--- src/rtl/mem_slot_arbiter.sv ---
// Time-slices one RAM bus between CPU and video: each mem_phi rise opens a slot owned by the cpu_phi level.
// Optional VIDEO_STEAL_EN: an idle CPU slot is handed to a pending video read.
module mem_slot_arbiter #(
    parameter int ADDR_W     = 16,
    parameter int DATA_W     = 8,
    parameter int ACCESS_CYC = 4
) (
    input  logic              clock_50,
    input  logic              reset,
    input  logic              cpu_phi,
    input  logic              mem_phi,
    input  logic              cpu_req,
    input  logic              cpu_we,
    input  logic [ADDR_W-1:0] cpu_addr,
    input  logic [DATA_W-1:0] cpu_wdata,
    output logic              cpu_ack,
    output logic [DATA_W-1:0] cpu_rdata,
    input  logic              vid_req,
    input  logic [ADDR_W-1:0] vid_addr,
    output logic              vid_ack,
    output logic [DATA_W-1:0] vid_rdata,
    output logic [ADDR_W-1:0] mem_addr,
    output logic [DATA_W-1:0] mem_wdata,
    input  logic [DATA_W-1:0] mem_rdata,
    output logic              mem_oe,
    output logic              mem_we,
    output logic              overrun
);

    typedef enum logic [1:0] {IDLE, ADDR, STROBE, RELEASE} state_t;

    localparam int CNT_W = (ACCESS_CYC > 1) ? $clog2(ACCESS_CYC) : 1;
    localparam logic [CNT_W-1:0] LAST = CNT_W'(ACCESS_CYC - 1);

    state_t            state;
    state_t            next_state;
    logic              mem_phi_d;
    logic [CNT_W-1:0]  cnt;
    logic              own_cpu;
    logic              we_q;
    logic [ADDR_W-1:0] addr_q;
    logic [DATA_W-1:0] wdata_q;

    logic rise;
    logic steal;
    logic start_cpu;
    logic start_vid;

    assign rise = mem_phi & ~mem_phi_d;

`ifdef VIDEO_STEAL_EN
    assign steal = rise & cpu_phi & ~cpu_req & vid_req;
`else
    assign steal = 1'b0;
`endif

    assign start_cpu = rise & cpu_phi & cpu_req;
    assign start_vid = (rise & ~cpu_phi & vid_req) | steal;

    always_ff @(posedge clock_50) begin
        if (reset) begin
            state <= IDLE;
        end else begin
            state <= next_state;
        end
    end

    always_comb begin
        next_state = state;
        case (state)
            IDLE:    if (start_cpu || start_vid) next_state = ADDR;
            ADDR:    next_state = STROBE;
            STROBE:  if (cnt == LAST) next_state = RELEASE;
            RELEASE: next_state = IDLE;
            default: next_state = IDLE;
        endcase
    end

    always_comb begin
        mem_addr  = '0;
        mem_wdata = '0;
        mem_oe    = 1'b0;
        mem_we    = 1'b0;
        cpu_ack   = 1'b0;
        vid_ack   = 1'b0;
        if (state != IDLE) begin
            mem_addr  = addr_q;
            mem_wdata = wdata_q;
        end
        if (state == STROBE) begin
            mem_oe = ~we_q;
            mem_we = we_q;
        end
        if (state == RELEASE) begin
            cpu_ack = own_cpu;
            vid_ack = ~own_cpu;
        end
    end

    always_ff @(posedge clock_50) begin
        if (reset) begin
            mem_phi_d <= 1'b0;
            cnt       <= '0;
            own_cpu   <= 1'b0;
            we_q      <= 1'b0;
            addr_q    <= '0;
            wdata_q   <= '0;
            cpu_rdata <= '0;
            vid_rdata <= '0;
            overrun   <= 1'b0;
        end else begin
            mem_phi_d <= mem_phi;
            if (state == IDLE && (start_cpu || start_vid)) begin
                own_cpu <= start_cpu;
                we_q    <= start_cpu & cpu_we;
                addr_q  <= start_cpu ? cpu_addr : vid_addr;
                wdata_q <= start_cpu ? cpu_wdata : '0;
            end
            cnt <= (state == STROBE) ? cnt + 1'b1 : '0;
            // Read data lands on the last strobe edge so it is valid alongside the ack.
            if (state == STROBE && cnt == LAST && !we_q) begin
                if (own_cpu) cpu_rdata <= mem_rdata;
                else         vid_rdata <= mem_rdata;
            end
            if (rise && state != IDLE) overrun <= 1'b1;
        end
    end

endmodule

--- config.mk ---
export PLATFORM = sky130hd
export DESIGN_NAME = mem_slot_arbiter
export DESIGN_NICKNAME = d
export VERILOG_FILES = /design/src/rtl/mem_slot_arbiter.sv
export SDC_FILE = /design/constraint.sdc
export NUM_CORES = 1
export LEC_CHECK = 0
export CAP_MARGIN = 20
export CELL_PAD_IN_SITES_DETAIL_PLACEMENT = 1
export CELL_PAD_IN_SITES_GLOBAL_PLACEMENT = 2
export CORE_MARGIN = 5
export CORE_UTILIZATION = 24
export CTS_CLUSTER_DIAMETER = 30
export DETAILED_ROUTE_END_ITERATION = 10
export PLACE_DENSITY_LB_ADDON = 0.1
export SETUP_SLACK_MARGIN = 0.2
export SYNTH_ARGS = -nofsm -noshare
export SYNTH_HDL_FRONTEND = slang
export SYNTH_SLANG_ARGS = --single-unit
--- constraint.sdc ---
create_clock -name clock_50 -period 2.9 [get_ports clock_50]
set_input_delay 0.435 -clock clock_50 [delete_from_list [all_inputs] [get_ports clock_50]]
set_output_delay 0.435 -clock clock_50 [all_outputs]
set_load 0.005 [all_outputs]
After elaboration in Yosys (flattened, before gate mapping)
Index checks and enable logic that the tools add are counted.

Add/subtract/negate cells: 1. $mul: 0. Div/mod/pow operators: 0. Magnitude comparators: 0. Equal/unequal tests: 6. Shift-type cells: 0. Mux-type cells: 11. Bitwise gates (word level): 11. Reduce and logical (&&, ||, !) cells: 12.

Operators with widths (number): $mux W16 (2); $mux W8 (2); $pmux W2 S4 (1); $and A1 B1 Y1 (6); $eq A2 B2 Y1 const B (3); $reduce_and A2 Y1 (3); $not A1 Y1 (5); $logic_and A1 B1 Y1 (4); $mux W1 (4); $mux W2 (2); $ne A2 B2 Y1 const B (2); $add A2 B1 Y2 const B (1); $eq A2 B1 Y1 const B (1); $logic_not A2 Y1 (1); $reduce_bool A2 Y1 (1); $reduce_or A2 Y1 (1); $logic_not A1 Y1 (1); $logic_or A1 B1 Y1 (1).

Register bits: 48. Latch bits: 0. RAM bits: 0. ROM bits: 0. Input port bits: 55. Output and inout port bits: 45. Word-level logic and storage cells: 51. Memories: 0.

Depth between registers and ports, before layout
Depth after elaboration: 7. Depth in mapped cells: 7. Gate-level depth less buffers: 6.

Worst setup path after synthesis
No wires, ideal clock.

Path kind: reg2out. From: register state[0]. To: output port mem_addr[10]. Data arrival time: 1.187 ns. Data required time: 2.465 ns. Slack: 1.278 ns. Cell stages (with the launch flop): 6. Buffers on the path: 2. Cells stage by stage: dfxtp_1 -> inv_1 -> ha_1 -> clkbuf_1 -> clkbuf_1 -> nor2b_1.

Longest elaborated chain between the ends: 2.

RTL lines: start: declaration (RTL line 35) `state_t state;`; start signal: assignment (RTL line 64) `state <= next_state;`; $reduce_bool A2 Y1 (RTL line 86) `if (state != IDLE) begin`; $mux W16 (RTL line 86); end: declaration (RTL line 22) `output logic [ADDR_W-1:0] mem_addr,`.

No other way between the ends.

Worst setup path after layout
From: register state[0]. To: output port mem_addr[2].

The elaborated chain is that of the path after synthesis.

==> reports/metrics.cfg <==
[placed_design]
placed_area_um2 = 3270
dp_cells = 452
preCtsSetupSlack_ns = 0.756
gp_congestion = 0.738
dp_hpwl_um = 4920
portBuffers = 99

[sta]
fin_ws_ns = 0.571
slew_viol_final = 0
fin_tns_setup_ns = 0
tightest_slew_ns = 0.692
fin_crit_ns = 2.33
period_share_pct = 80.3
finalSetupViolations = 0
timing.fmax_mhz = 429
slew_headroom_pct = 53.9
skew_ns = 0.00491
grt_setup_unrepaired = no
finalHoldViolations = 0

[floorplanning]
start_util_pct = 24.8
ios = 100
die_y_um = 105
rows = 34
die_x_um = 105
fp.dieArea_um2 = 11100
coreArea_um2 = 8760

[synthesis]
syn_inst = 258
yosys_warnings = 0
syn_area_um2 = 2170
syn_avg_cell_area_um2 = 8.42
synth.area.top_cells = dfxtp_1, mux2i_1, nand2_1
yosysSeqAreaShare_pct = 44.2
synth_nets = 318
yosysTopAreaCell = dfxtp_1
synth_top_area_share_pct = 44.2
synth_cell_types = 25
ys_ff_latch = 48

[cells_and_area]
final_common_cell = clkdlybuf4s50_1
syn_to_final_growth_pct = 54.8
final_nets = 411
layout_common_cells = clkdlybuf4s50_1, nand2_1, dfxtp_1
final_area_um2 = 3360
final_cells = 459
diodes = 0
layout-drive-gt1-share_pct = 3.99

[route]
drtIter0Drc = 53
drt-total-wl_um = 6830
drc = 0
dr.pass1.iters = 4
num_vias = 2033
viasPerCell = 4.43
antenna_left = 0
wl_per_cell_um = 14.9

[clocking]
cts_buffers = 5
post_cts_buffers = 0
post_cts_resized = 0
clk_latency_ns = 0.30
htreeDepth = 2
ctsLongestPathBuffers = 2
cts_tree = built
path_clk_slew_ns = 0.09
hold_buffers = 0
clock_sinks = 48
cts_root_buf = clkbuf_8

[critical_path]
criticalPathCategory = reg2out
start_kind = flop
path_max_fanout = 29
r2r_cells = 7
arrival_ns = 1.89
worstSetupEndpointType = output pin
required_ns = 2.47

[status]
status = complete, no violations

[pwr]
leakagePower_nw = 1.20
power_density_nw_per_um2 = 505
peakVddDrop_uv = 326

[min_path]
min_path_type = reg2reg
worstHoldPathCells = 1

[grt]
antenna_found_initial = 0
grt_pass1_wl_um = 11400
grt-ovfl-total = 0
grt_pass1_vias = 2229
grt_max_degree = 41
groute.usage.overall_pct = 12.6

[job]
drv_cap = 0

-- routing by layer --
layer / vias to the layer above / share of wire, % / GRT usage, %
met4: 0 / 1.0 / 3.56
li1: 1037 / - / -
met2: 55 / 46 / 20.8
met3: 7 / 6.4 / 3.82
met1: 934 / 47 / 15.9
met5: - / 0 / 0
-- state kept, by name, indices dropped and copies added, names as in the netlist --
signal,flops
addr_q,16
cpu_rdata,8
vid_rdata,8
wdata_q,8
cnt,2
state,2
mem_phi_d,1
overrun,1
own_cpu,1
we_q,1
-- power breakdown --
part | switching [mW] | internal, mW
Clock | 0.223 | 0.213
Combinational | 0.270 | 0.253
Sequential | 0.0281 | 0.714
-- final cells by class --
type                    count  area [um^2]
clock buffers               7         96.3
fillers                  1034         5400
inverters                   2         7.51
multi-input cells         190         1130
flip-flops and latches     48          961
well taps                 108          135
repair buffers            104         1040
-- stage by stage --
stage          hold slack (ns)  util [%]  power, mW
6_report                 0.432      38.4       1.70
2_1_floorplan            0.405         -       1.05
3_3_place_gp             0.431      37.3       1.29
4_1_cts                  0.442      38.4       1.75
3_5_place_dp             0.429      37.3       1.30
5_1_grt                  0.464      38.4       1.82
-- logic make-up after synthesis --
| group | Yosys count | synth area share (%) |
|---|---|---|
| AOI/OAI and AO/OA | 29 | 9.67 |
| adders and majority gates | 5 | 2.88 |
| buffers and inverters | 20 | 3.86 |
| DFF | 48 | 44.2 |
| muxes | 19 | 8.75 |
| and+or+nand+nor | 137 | 30.6 |
-- path summary, 6_finish.rpt --
check,startpoint,endpoint,slack (ns)
setup / recovery,state[0],mem_addr[2],0.57
hold / removal,cnt[0],cnt[0],0.43
setup reg to reg,state[0],addr_q[4],0.93
hold reg to reg,cnt[0],cnt[0],0.43
-- synth_stat cells --
master and number:
nand2b_1 1, nand4b_1 2, nor2_1 38, o21a_1 1
nor2b_1 28, and3_1 1, nand3_1 1, buf_4 1
ha_1 5, dfxtp_1 48, o31ai_1 1, a311oi_1 16
and4b_1 1, and2_0 2, nor3b_4 1, o21ai_0 1
nand2_1 49, a21oi_1 10, clkbuf_1 13, nor3b_1 1
and3b_1 2, mux2i_1 19, inv_1 2, and2_1 10
buf_2 4
-- worst max-delay path: stages, from the launching register on --
cell and delay (ns):
dfxtp_1 0.36, inv_1 0.09, ha_1 0.20, buf_4 0.23, nor2b_1 0.18, clkdlybuf4s50_1 0.52
Power figures use the tool's default switching activity.
